**src/rtl/seg_scan_mux_pkg.sv**
```systemverilog
// seg_scan_mux_pkg
// Shared definitions for the multi-digit LED display scanner: the BCD digit
// width, default board-clock timing values and the counter-width helper.
// No ports (package).
package seg_scan_mux_pkg;

  localparam int BCD_W = 4;

  // Defaults for the board clock: 50000 cycles per digit slot, of which the
  // first 500 keep every anode dark so the previous digit cannot ghost.
  localparam int DEF_NUM_DIGITS = 4;
  localparam int DEF_DIV        = 50000;
  localparam int DEF_GUARD      = 500;

  // Width of a counter that must hold 0..n-1, never narrower than one bit.
  function automatic int clog2_min1(input int n);
    return (n <= 2) ? 1 : $clog2(n);
  endfunction

endpackage

```
**src/rtl/seg_scan_mux_if.sv**
```systemverilog
// seg_scan_mux_if
// Bundles the control, digit data and display-drive signals of the scanner.
//   enable     : scan enable; low blanks the display and parks at slot 0
//   load       : one-cycle strobe capturing digits_in into the pending buffer
//   digits_in  : BCD digits, [3:0] is digit 0 (rightmost)
//   lz_en      : leading-zero suppression enable
//   digit_code : BCD code of the slot currently shown
//   an_n       : active-low anode selects, bit i lights digit i
//   frame_done : one-cycle pulse after each complete frame
// master: the controller side; slave: the scanner.
interface seg_scan_mux_if #(
  parameter int NUM_DIGITS = seg_scan_mux_pkg::DEF_NUM_DIGITS
);
  import seg_scan_mux_pkg::*;

  logic                          enable;
  logic                          load;
  logic [BCD_W*NUM_DIGITS-1:0]   digits_in;
  logic                          lz_en;
  logic [BCD_W-1:0]              digit_code;
  logic [NUM_DIGITS-1:0]         an_n;
  logic                          frame_done;

  modport master (
    output enable, load, digits_in, lz_en,
    input  digit_code, an_n, frame_done
  );

  modport slave (
    input  enable, load, digits_in, lz_en,
    output digit_code, an_n, frame_done
  );

endinterface

```
**src/rtl/seg_refresh_div.sv**
```systemverilog
// seg_refresh_div
// Slot prescaler for the display scanner. Counts DIV clocks per digit slot.
//   clk, rst_n : clock and asynchronous active-low reset
//   enable     : counts while high; low forces the count back to 0
//   tick       : high in the cycle whose edge ends the current slot
//   guard_next : high when the count after the coming edge lies inside the
//                anode-off guard window at the start of a slot
// Both outputs look one edge ahead so the scanner can register its outputs
// against the post-edge slot position.
module seg_refresh_div
  import seg_scan_mux_pkg::*;
#(
  parameter int DIV   = DEF_DIV,
  parameter int GUARD = DEF_GUARD
) (
  input  logic clk,
  input  logic rst_n,
  input  logic enable,
  output logic tick,
  output logic guard_next
);

  localparam int            CW      = clog2_min1(DIV);
  localparam logic [CW-1:0] CNT_MAX = CW'(DIV - 1);
  localparam logic [CW:0]   GUARD_C = (CW + 1)'(GUARD);

  logic [CW-1:0] cnt;
  logic [CW-1:0] cnt_next;

  // Next count: wraps at the end of a slot and is held at zero while the
  // scanner is disabled so re-enabling always starts a full slot.
  always_comb begin
    tick = enable && (cnt == CNT_MAX);
    if (!enable || (cnt == CNT_MAX)) begin
      cnt_next = '0;
    end else begin
      cnt_next = cnt + 1'b1;
    end
    guard_next = ({1'b0, cnt_next} < GUARD_C);
  end

  always_ff @(posedge clk or negedge rst_n) begin
    if (!rst_n) begin
      cnt <= '0;
    end else begin
      cnt <= cnt_next;
    end
  end

endmodule

```
**src/rtl/seg_scan_mux.sv**
```systemverilog
// seg_scan_mux
// Time-multiplexed scanner for the multi-digit LED display. Steps through
// NUM_DIGITS BCD digits, one per slot of DIV clocks, presenting each digit's
// code to the segment decoder and pulling its anode low after a GUARD-cycle
// blanking window. New digit values are double-buffered and only swapped in
// at a frame boundary, so a frame never mixes old and new digits.
//   clk, rst_n : clock and asynchronous active-low reset
//   bus        : seg_scan_mux_if.slave (enable, load, digits_in, lz_en in;
//                digit_code, an_n, frame_done out, all registered)
module seg_scan_mux
  import seg_scan_mux_pkg::*;
#(
  parameter int NUM_DIGITS = DEF_NUM_DIGITS,
  parameter int DIV        = DEF_DIV,
  parameter int GUARD      = DEF_GUARD
) (
  input  logic               clk,
  input  logic               rst_n,
  seg_scan_mux_if.slave      bus
);

  localparam int            IW      = clog2_min1(NUM_DIGITS);
  localparam logic [IW-1:0] IDX_MAX = IW'(NUM_DIGITS - 1);

  typedef logic [NUM_DIGITS-1:0][BCD_W-1:0] digits_t;

  logic                  tick;
  logic                  guard_next;
  logic                  boundary;
  logic [IW-1:0]         idx;
  logic [IW-1:0]         idx_next;
  digits_t               active;
  digits_t               active_next;
  digits_t               pending;
  logic                  pending_valid;
  logic                  all_zero;
  logic [NUM_DIGITS-1:0] suppress;
  logic [NUM_DIGITS-1:0] an_next;
  logic [BCD_W-1:0]      digit_code_q;
  logic [NUM_DIGITS-1:0] an_n_q;
  logic                  frame_done_q;

  seg_refresh_div #(
    .DIV   (DIV),
    .GUARD (GUARD)
  ) u_div (
    .clk        (clk),
    .rst_n      (rst_n),
    .enable     (bus.enable),
    .tick       (tick),
    .guard_next (guard_next)
  );

  // Slot index and displayed-digit selection for the coming edge. A load that
  // coincides with the frame boundary bypasses the pending buffer so the new
  // value is visible from slot 0 of the new frame.
  always_comb begin
    boundary = tick && (idx == IDX_MAX);
    idx_next = idx;
    if (!bus.enable) begin
      idx_next = '0;
    end else if (tick) begin
      idx_next = (idx == IDX_MAX) ? '0 : idx + 1'b1;
    end
    active_next = active;
    if (boundary && bus.load) begin
      active_next = bus.digits_in;
    end else if (boundary && pending_valid) begin
      active_next = pending;
    end
  end

  // Leading-zero mask: walking down from the most significant digit, a digit
  // stays dark while it and every digit above it are zero. Digit 0 is never
  // part of the walk, so a value of all zeros still shows a single 0.
  always_comb begin
    all_zero = 1'b1;
    suppress = '0;
    for (int i = NUM_DIGITS - 1; i > 0; i--) begin
      all_zero    = all_zero && (active_next[i] == '0);
      suppress[i] = bus.lz_en && all_zero;
    end
  end

  // Anode pattern for the coming edge: dark while disabled, during the guard
  // window, or when the digit is a suppressed leading zero.
  always_comb begin
    an_next = '1;
    if (bus.enable && !guard_next && !suppress[idx_next]) begin
      an_next[idx_next] = 1'b0;
    end
  end

  // Scanner state and registered display outputs. The pending flag clears on
  // every boundary because either the pending value or a same-edge load has
  // just been taken into the active set.
  always_ff @(posedge clk or negedge rst_n) begin
    if (!rst_n) begin
      idx           <= '0;
      active        <= '0;
      pending       <= '0;
      pending_valid <= 1'b0;
      digit_code_q  <= '0;
      an_n_q        <= '1;
      frame_done_q  <= 1'b0;
    end else begin
      idx    <= idx_next;
      active <= active_next;
      if (bus.load) begin
        pending <= bus.digits_in;
      end
      if (boundary) begin
        pending_valid <= 1'b0;
      end else if (bus.load) begin
        pending_valid <= 1'b1;
      end
      digit_code_q <= active_next[idx_next];
      an_n_q       <= an_next;
      frame_done_q <= boundary;
    end
  end

  assign bus.digit_code = digit_code_q;
  assign bus.an_n       = an_n_q;
  assign bus.frame_done = frame_done_q;

endmodule

```
**src/flat_wrapper.sv**
```systemverilog
// flat-port wrapper written by rule: the top's interface ports become plain ports
module seg_scan_mux_flat import seg_scan_mux_pkg::*;
#(
  parameter int NUM_DIGITS = DEF_NUM_DIGITS,
  parameter int DIV        = DEF_DIV,
  parameter int GUARD      = DEF_GUARD
)
  (clk, rst_n, bus_enable, bus_load, bus_digits_in, bus_lz_en, bus_digit_code, bus_an_n, bus_frame_done);
  seg_scan_mux_if #(.NUM_DIGITS(NUM_DIGITS)) bus_i ();
  input  logic clk;
  input  logic rst_n;
  input wire logic [$bits(bus_i.enable)-1:0] bus_enable;
  input wire logic [$bits(bus_i.load)-1:0] bus_load;
  input wire logic [$bits(bus_i.digits_in)-1:0] bus_digits_in;
  input wire logic [$bits(bus_i.lz_en)-1:0] bus_lz_en;
  output wire logic [$bits(bus_i.digit_code)-1:0] bus_digit_code;
  output wire logic [$bits(bus_i.an_n)-1:0] bus_an_n;
  output wire logic [$bits(bus_i.frame_done)-1:0] bus_frame_done;
  assign bus_i.enable = bus_enable;
  assign bus_i.load = bus_load;
  assign bus_i.digits_in = bus_digits_in;
  assign bus_i.lz_en = bus_lz_en;
  assign bus_digit_code = bus_i.digit_code;
  assign bus_an_n = bus_i.an_n;
  assign bus_frame_done = bus_i.frame_done;
  seg_scan_mux #(.NUM_DIGITS(NUM_DIGITS), .DIV(DIV), .GUARD(GUARD)) u_core (.clk(clk), .rst_n(rst_n), .bus(bus_i));
endmodule
```
**config.mk**
```make
export PLATFORM = sky130hd
export DESIGN_NAME = seg_scan_mux_flat
export DESIGN_NICKNAME = d
export VERILOG_FILES = /design/src/rtl/seg_scan_mux_pkg.sv /design/src/rtl/seg_scan_mux_if.sv /design/src/rtl/seg_refresh_div.sv /design/src/rtl/seg_scan_mux.sv /design/src/flat_wrapper.sv
export SDC_FILE = /design/constraint.sdc
export NUM_CORES = 1
export LEC_CHECK = 0
export CORE_ASPECT_RATIO = 0.75
export CORE_MARGIN = 1
export CORE_UTILIZATION = 55
export CTS_CLUSTER_SIZE = 16
export DETAILED_ROUTE_END_ITERATION = 8
export PLACE_DENSITY_LB_ADDON = 0.08
export SETUP_SLACK_MARGIN = 0.1
export SLEW_MARGIN = 20
export SYNTH_ARGS = -nofsm -noshare
export SYNTH_HDL_FRONTEND = slang
export SYNTH_SLANG_ARGS = --single-unit
```
**constraint.sdc**
```tcl
create_clock -name clk -period 4.7 [get_ports clk]
set_input_delay 0.705 -clock clk [delete_from_list [all_inputs] [get_ports clk]]
set_output_delay 0.705 -clock clk [all_outputs]
set_load 0.02 [all_outputs]
```
# Word level (Yosys, flattened, before mapping)
# Index checks and enable logic that the tools add are counted.
# W data, S select, Z words.
[word_totals] register_bits=60 output_inout_bits=9
[op_classes] add_sub_neg=2 order_cmp=3 eq_ne=2 muxes=15 bitwise=1 reduce_logical=20
[ops] op="$mux W16" count=3
[ops] op="$add A16 B1 Y16 const B" count=1
[ops] op="$eq A16 B16 Y1 const B" count=1
[ops] op="$lt A16 B9 Y1 const B" count=1
[ops] op="$logic_and A1 B1 Y1" count=12
[ops] op="$logic_not A4 Y1" count=3
[ops] op="$bmux W4 S2" count=1
[ops] op="$mux W4" count=2
[ops] op="$mux W2" count=3
[ops] op="$mux W1" count=4
[ops] op="$not A4 Y4" count=1
[ops] op="$logic_not A1 Y1" count=3
[ops] op="$lt A2 B3 Y1 const B" count=1
[ops] op="$add A2 B1 Y2 const B" count=1
[ops] op="$bmux W1 S2" count=1
[ops] op="$demux W1 S2" count=1
[ops] op="$eq A2 B2 Y1 const B" count=1
[ops] op="$ge A2 B1 Y1 const B" count=1
[ops] op="$reduce_bool A2 Y1" count=1
[ops] op="$logic_or A1 B1 Y1" count=1

# Depth between registers and ports, before layout
# Gate-level depths: netlist of the first run.
[logic_depth] depth_word=15 ltp_mapped=10 ltp_nobuf=9

# Modules after synthesis
# From an unflattened synthesis of the first run, not the netlist that was laid out.
[unflattened] hier_cells=296 area_unflattened_um2=3151.8
[modules_own_cells] mod="seg_scan_mux" instances=1 cells_each=195 area_per_inst_um2=2203.4 seq_area_each_um2=1106.1
[modules_own_cells] mod="seg_refresh_div" instances=1 cells_each=101 area_per_inst_um2=948.4 seq_area_each_um2=400.4

# Worst setup path after synthesis of the first run
# OpenSTA, ideal clock, no wires.
[synth_timing] path_kind="register -> register" start="reg u_core.u_div.cnt[12]" end="reg u_core.an_n_q[1], in the netlist u_core.bus.an_n[1]" setup_time_ns=0.081 arrival_ns=2.531 required_ns=4.619 setup_slack_ns=2.088 path_stages_with_launch=9 cell_sequence="dfrtp_1 or4_4 nor4_4 nand2_2 buf_4 o221a_4 o41ai_2 nand4bb_1 o211ai_1"
[synth_lines] element="from (decl)" line_no="seg_refresh_div.sv:27" rtl="logic [CW-1:0] cnt;"
[synth_lines] element="from (signal assigned)" line_no="seg_refresh_div.sv:46" rtl="cnt <= cnt_next;"
[synth_lines] element="to (signal assigned)" line_no="seg_scan_mux.sv:118" rtl="an_n_q <= an_next;"
[synth_lines] element="to (decl)" line_no="seg_scan_mux.sv:40" rtl="logic [NUM_DIGITS-1:0] an_n_q;"

==> summary by stage, run 1 <==
Timing
The post-layout minimum cycle time is 3.06 ns. Summed over all failing endpoints, the final setup total negative slack is 0 ns. The worst pin sits at a relative slew slack of 0.451. The post-route fraction of the period consumed by the critical path is 0.650.

The max-slew violation total from the final report is 0. Static timing analysis puts the maximum clock frequency at 327 MHz. The worst-margin pin slew is 0.815 ns.

Setup repair after global routing left no endpoint under its margin. Setup violations remaining at the end of the flow were counted as 0. The final worst clock skew is 0.00718 ns.

The hold violation count in the final report is 0. The final hold slack is 0.505 ns.

Route
For this block, the initial DRC count from the detailed router was 209. Across all layers, the routed design uses 2357 vias. The iteration count of the initial detailed-routing pass is 4. Wires add up to 6.96 mm. After detailed routing, the number of remaining DRC violations is 0. Once detail routing completed, the nets flagged for antenna violations numbered 0. The via-per-instance ratio is 6.11. After detailed routing, the average wire length per cell comes to 18.0 um.

Clock network
For this design, the sink count on the clock tree is 60. The number of buffers inserted for hold repair after clock tree synthesis is 0. The count of instances resized after the clock tree is built is 0.

The deepest level of the CTS H-tree is 3. The count of buffers added by post-CTS timing repair for setup is 0. The buffer levels on the longest clock path is 2. The tree is rooted in a clkbuf_8. The TritonCTS clock tree is done. The CTS buffer count is 9. The clock-pin transition on the worst setup and hold timing paths is 0.07 ns. The latest clock arrival within the worst-skew pair is 0.34 ns.

GRT
The first-pass GRT wire length is 11.8 mm. The leftover overflow at the end of global routing is 0. The overall track demand over capacity in global routing is 0.281. The number of antenna violations at the first check in global routing is 0. Entering global routing, the biggest net connects 61 pins. The number of global-route vias before repair is 2201.

Power
The share of total power dissipated in the clock network is 0.423. The analysis attributes to cell leakage a power of 1.50 nW. In this run the power density over the cells is 298 mW/mm2.

The sequential share of power is 0.517. Of the total power, combinational logic draws 0.061. Of the total power, the share spent switching nets is 0.229.

The total internal power is 0.809 mW. The analysis attributes to net switching a power of 0.240 mW. The maximum resistive drop on vdd is 0.190 mV.

Layout
Relative to the synthesized area, the layout overhead comes to 16.9%. The number of nets in the layout is 332. The count of antenna diodes in the layout is 0. In the final layout, the share of cells above drive strength 1 is 0.175.

Measured on the finished design, the core utilization comes to 0.694.

Synth
The synthesized net count is 305. Summing every instance area after synthesis gives 0.00301 mm2. The per-instance average area after synthesis is 10.7 um2. The Yosys step of the flow raised 0 warnings. Counting flops with an async set or reset pin after synthesis yields a share of 1.00. After synthesis the netlist holds a flip-flop and latch count of 60. The instance count of the mapped netlist is 282.

The share of the Yosys chip area taken by registers is 0.501. Counting flops with a built-in enable in the synthesized netlist gives 0. The synthesized netlist contains 54 unique library cells.

The top flip-flop cell by instance count after synthesis is dfrtp_1.

Worst setup path
The worst setup path is captured at a flip-flop. The worst register-to-register path has a depth of 7. The maximum fanout count along the critical path is 12. The launching point of the worst reg2reg path is u_core.u_div.cnt[12]. The cell family contributing the most delay on the critical path is simple AND/OR/NAND/NOR gates.

STA classifies the critical path startpoint as a flip-flop. For the worst setup path, the data arrival time is 3.32 ns. In this design, the stage delay of the slowest critical-path cell is 0.60 ns. The data required time of the worst path is 4.96 ns. For this design, the slowest cell found on the critical path is or4_4. The kind of critical path is reg2reg. Walking the worst path, the cells encountered are or4_4 > nor4_4 > nand2_2 > o221a_2 > o41ai_2 > nand4bb_1 > o211ai_1. The terminus of the critical flop-to-flop path is u_core.bus.an_n[1]. For flop-to-flop paths, the worst setup slack is 1.64 ns.

Together, buffers and inverters on the worst path number 0.

Worst hold path
The classification of the worst-slack hold path is in2async.

Outcome
The run finished with clean final reports.

Place
Input and output buffers added on the ports amount to 29. The detailed-placement wirelength estimate is 4.90 mm. The congestion estimate from routability-driven global placement came to 0.918.

Floorplan
The full die area is 0.00577 mm2. The initial utilization of the core area, before any placement, comes to 0.594. In this run the count of I/O pins placed on the die edge is 30. The initialized floorplan defines 22 standard-cell rows. The die is 87.4 um wide.

The y dimension of the die is 66.0 um. The total area inside the core boundary comes to 0.00506 mm2.

Run
The tool flagged a number of max-cap violations equal to 0.
[power groups by stage]
| stage | sequential, mW | combinational [mW] | clock, mW |
|---|---|---|---|
| after floorplan | 0.548 | 0.0279 | 0 |
| after global placement | 0.550 | 0.0638 | 0 |
| after detailed placement | 0.551 | 0.0645 | 0 |
| after CTS | 0.542 | 0.0643 | 0.452 |
| after global routing | 0.544 | 0.0709 | 0.474 |
| final | 0.542 | 0.0637 | 0.443 |
[worst max-delay path by stage]
stage	start	end	slack, ns	depth (start not counted)
6_report	u_core.u_div.cnt[12]	u_core.bus.an_n[1]	1.64	7
5_1_grt	u_core.u_div.cnt[12]	u_core.bus.digit_code[0]	1.49	7
4_1_cts	u_core.u_div.cnt[12]	u_core.bus.an_n[1]	1.69	7
3_5_place_dp	bus_enable	u_core.bus.an_n[1]	1.51	8
3_3_place_gp	bus_load	u_core.bus.an_n[1]	1.57	7
2_1_floorplan	u_core.u_div.cnt[12]	u_core.bus.an_n[1]	2.09	8
[cells in the mapped netlist (2+ instances only)]
| master | instances | share of area |
|---|---|---|
| nor4_1 | 3 | 0.0062 |
| a31oi_1 | 9 | 0.019 |
| ha_1 | 2 | 0.0083 |
| xnor2_1 | 5 | 0.015 |
| nor4b_1 | 4 | 0.012 |
| o21ai_0 | 7 | 0.012 |
| a22o_1 | 2 | 0.0058 |
| nand2_1 | 12 | 0.015 |
| clkbuf_1 | 11 | 0.014 |
| a22oi_1 | 4 | 0.010 |
| inv_1 | 2 | 0.0025 |
| xor2_1 | 8 | 0.023 |
| nor3_1 | 4 | 0.0067 |
| o211ai_1 | 3 | 0.0075 |
| or2_2 | 3 | 0.0062 |
| nand4bb_1 | 2 | 0.0075 |
| mux2i_1 | 8 | 0.027 |
| inv_2 | 2 | 0.0025 |
| and3_1 | 8 | 0.017 |
| and2_1 | 3 | 0.0062 |
| dfrtp_1 | 56 | 0.47 |
| dfstp_2 | 4 | 0.035 |
| mux2_2 | 15 | 0.056 |
| nand3_1 | 10 | 0.017 |
| or2_1 | 2 | 0.0042 |
| nor2_1 | 39 | 0.049 |
| o221a_2 | 9 | 0.034 |
| nand4_1 | 5 | 0.010 |
| a21oi_1 | 4 | 0.0067 |
| nor2b_1 | 6 | 0.012 |
| buf_4 | 3 | 0.0075 |
| o21ai_1 | 5 | 0.0083 |
[placed cells by master (no fill, tap or decap), types with 3 or more instances in the layout]
cell / Yosys / layout
nor2b_1: 6 / 6
and3_1: 8 / 8
o21ai_1: 5 / 5
and2_1: 3 / 3
o221a_2: 9 / 9
a31oi_1: 9 / 9
nor4b_1: 4 / 4
nor2_1: 39 / 39
clkbuf_1: 11 / 3
or2_2: 3 / 3
o21ai_0: 7 / 7
clkbuf_8: 0 / 9
a21oi_1: 4 / 4
xor2_1: 8 / 8
nand4_1: 5 / 5
mux2_2: 15 / 15
dfrtp_1: 56 / 56
clkdlybuf4s50_1: 0 / 28
mux2i_1: 8 / 8
dfstp_2: 4 / 4
xnor2_1: 5 / 5
nand2_1: 12 / 12
nor3_1: 4 / 4
nor4_1: 3 / 3
a22oi_1: 4 / 4
o211ai_1: 3 / 3
nand3_1: 10 / 10
[routing by layer]
metal	GRT usage	vias to the layer above	share of wire
met4	0.0922	0	0.017
met2	0.346	107	0.38
met5	0	-	0
met3	0.0836	14	0.072
li1	-	1090	-
met1	0.452	1146	0.53
[cell type report]
type	instances	area (um2)
Fill cell	400	1550
Sequential cell	60	1510
Multi-Input combinational cell	203	1420
Timing Repair Buffer	31	300
Clock buffer	12	135
Tap cell	72	90.1
Clock inverter	4	50.0
Inverter	4	15.0
[cells by family after synthesis]
family	Yosys count	synth area share
simple gates	112	0.204
flops	60	0.501
compound gates	52	0.135
mux	24	0.0865
buf+inv	19	0.0275
xor+xnor	13	0.0379
fa+ha+maj	2	0.00832
[registers in the layout, indices dropped and copies added (netlist names)]
| register | count |
|---|---|
| u_core.active | 16 |
| u_core.pending | 16 |
| u_core.u_div.cnt | 16 |
| u_core.bus.an_n | 4 |
| u_core.bus.digit_code | 4 |
| u_core.idx | 2 |
| u_core.bus.frame_done | 1 |
| u_core.pending_valid | 1 |
[per-stage QoR]
stage	cell area [um2]	cells	power [mW]	setup slack [ns]
after floorplan	3010	282	0.576	2.09
after detailed placement	3330	370	0.616	1.51
final	3520	386	1.05	1.64
after global placement	3330	370	0.614	1.57
after CTS	3520	386	1.06	1.69
after global routing	3520	386	1.09	1.49
(Power assumes the default switching activity.)
==> run 2: changes to the inputs <==
==> constraint.sdc (replaced) <==
create_clock -name clk -period 2.88 [get_ports clk]
set_input_delay 0.432 -clock clk [delete_from_list [all_inputs] [get_ports clk]]
set_output_delay 0.432 -clock clk [all_outputs]
set_load 0.02 [all_outputs]
==> run 2 against run 1 <==
Against the previous run: critical path depth up 1; final cell count up 4.4%; die area unchanged; flip-flop and latch count unchanged; first-iteration DRC count up 2.9%; routed wire length up 1.4%; critical path type unchanged; critical endpoint is now u_core.bus.digit_code[2]; largest cell class unchanged; highest routed layer unchanged.
==> summary by stage, run 2 (synthesis gave the netlist of run 1 again) <==
Outcome
The flow ran to the end, and the final reports show no timing, DRC or antenna violations.

GRT
The number of global-route vias before repair was 2212. The number of antenna violations at the first check in global routing came to 0. The pin count of the biggest net entering global routing is 37. In the global route stage, overall resource usage came out at 0.274. The leftover overflow at the end of global routing is 0.

The first global-routing pass estimated 11.4 mm of wire.

Timing
The worst slew margin relative to its limit is 0.589. The clock arrives with 0.00719 ns of skew. The fmax is 375 MHz. The max-slew violation total from the final report came to 0. The hold violation count in the final report is 0. The post-layout minimum cycle time is 2.67 ns. For the pin with the worst max-slew slack, the measured transition is 0.609 ns. Setup violations remaining at the end of the flow were counted as 0. The post-route fraction of the period consumed by the critical path is 0.926.

Setup repair after global routing left no endpoint under its margin. For the final routed database, the setup TNS stands at 0 ns.

Power
Power spread over the standard cell area amounts to 467 mW/mm2. After layout, the design draws a total of 1.71 mW. Across the VDD grid, the largest voltage drop is 0.335 mV. The static leakage is 1.60 nW.

Layout
The library cell used most frequently in the layout, excluding fill and tap cells, is dfrtp_1. In the layout the commonest cells are dfrtp_1 (56), nor2_1 (39), clkdlybuf4s50_1 (28). Once layout is complete, the utilization of the core stands at 0.724.

The count of antenna diodes in the layout is 0. The fraction of layout instances using a drive strength above 1 is 0.230. The largest registers in the layout are u_core.active x16, u_core.pending x16, u_core.u_div.cnt x16. The finished layout cell area is 0.00367 mm2. The net count of the finished layout is 349. The area growth from synthesis to layout is 21.9%. Leaving out filler cells and counting taps, the final layout contains 403.

Route
The first detailed-routing pass ran for 5 iterations. The via-per-instance ratio is 5.90. In the final routed layout, each cell accounts on average for 17.5 um. The first routing iteration left 215 violations.

The routed layout has 2377 vias. For this run, design rule violations remaining after detail routing come to 0. Once detail routing completed, the nets flagged for antenna violations numbered 0. Summed over all layers, the routed wires come to 7.06 mm.

Worst setup path
The setup check on the worst reg-to-reg path leaves a slack of 0.21 ns. The terminus of the critical flop-to-flop path is u_core.bus.digit_code[2]. The critical path buffer and inverter count is 1. The critical path goes through or4_4 > or4_4 > buf_4 > nor4b_1 > o21ai_0 > o221a_2 > mux2i_1 > mux2i_1.

The data arrival time of the worst path is 2.88 ns. The startpoint type of the worst setup path is a flip-flop. Data on the critical path is required at its endpoint by 3.09 ns. In this run the worst path has a maximum fanout of 6. Among cell families on the critical path, the largest total delay comes from simple AND/OR/NAND/NOR gates.

Measured in cells, the most critical reg-to-reg path has a length of 8. For this design, the slowest cell found on the critical path is or4_4. STA classifies the critical path endpoint as a flip-flop.

In this run the critical register-to-register path is launched from u_core.u_div.cnt[10]. The largest single stage delay on the critical path is 0.59 ns. The critical path in this run is classified as reg2reg.

Floorplan
The y dimension of the die is 66.0 um. The floorplan step defined a die boundary enclosing 0.00577 mm2. The number of placed I/O pins is 30. The number of core rows is 22. The initial standard-cell utilization of the core is 0.594. The die span in x is 87.4 um. The area of the core is 0.00506 mm2.

Worst hold path
The min-delay analysis places its worst path in the category in2async.

Place
The final weighted congestion in routability-driven placement is 0.905. Detailed placement finished with a half-perimeter wire length of 5.17 mm. The placement-stage cell area is 0.00345 mm2.

The total placed cells including tap cells is 386. During placement, the flow inserted port buffers numbering 29.

Clock network
The deepest level of the CTS H-tree is 3. Clock-pin slew was measured on the worst setup and hold paths at 0.07 ns. The later pin in the worst-skew pair is clocked with a latency of 0.33 ns.

Clock tree synthesis selected as its root buffer the cell clkbuf_8. The TritonCTS clock tree is done. The CTS buffer count is 9.

The count of buffers added by post-CTS timing repair for setup is 0. The clock passes through at most 2 buffers. Counting every sink on the clock net gives 60.

Run
The max-cap check violation count is 0.
==> run 2: changes by cell type in the layout (fill, tap and decap cells not counted), sizes merged <==
cell         change
clkinv           +2
clkbuf           -1
dlygate4sd3      +1
buf             +16
clkinvlp         -1
==> run 2: power by group <==
part           internal, mW  switching, mW
Clock                 0.395          0.322
Combinational        0.0565         0.0515
Sequential            0.869         0.0164
Total                  1.32          0.390
==> run 2: cell type report <==
class / count / area, um2
timing repair buffer: 48 / 430
clock buffer: 11 / 131
tap: 72 / 90.1
fill: 392 / 1400
sequential: 60 / 1510
clock inverter: 5 / 52.6
multi-input combinational: 203 / 1440
inverter: 4 / 15.0
==> run 2: metrics by stage <==
| step | hold slack, ns | worst slack [ns] |
|---|---|---|
| floorplan | 0.136 | 0.268 |
| global placement | 0.231 | 0.188 |
| detailed placement | 0.232 | 0.125 |
| CTS | 0.409 | 0.120 |
| global route | 0.432 | 0.112 |
| finish | 0.422 | 0.212 |
==> run 2: how the worst max path moves through the flow <==
stage | from | to | slack, ns | cells after the start
floorplan | u_core.u_div.cnt[12] | u_core.bus.an_n[1] | 0.27 | 8
global placement | u_core.u_div.cnt[10] | u_core.bus.an_n[3] | 0.19 | 7
detailed placement | u_core.u_div.cnt[10] | u_core.bus.an_n[1] | 0.13 | 8
CTS | u_core.u_div.cnt[10] | u_core.bus.an_n[3] | 0.12 | 7
global route | u_core.u_div.cnt[10] | u_core.bus.an_n[1] | 0.11 | 8
finish | u_core.u_div.cnt[10] | u_core.bus.digit_code[2] | 0.21 | 8
==> run 2: metal layers <==
metal / GRT usage / up-vias / share of wire
met5: 0 / - / 0
met4: 0.123 / 0 / 0.024
met3: 0.0737 / 22 / 0.066
met2: 0.340 / 105 / 0.39
met1: 0.431 / 1122 / 0.51
li1: - / 1128 / -
==> run 2: timing repair <==
item                                    CTS  global route
endpoints found under the setup margin    0             6
endpoints found under the hold margin     2             0
hold buffers                              1             0
gates resized for setup                   0             6
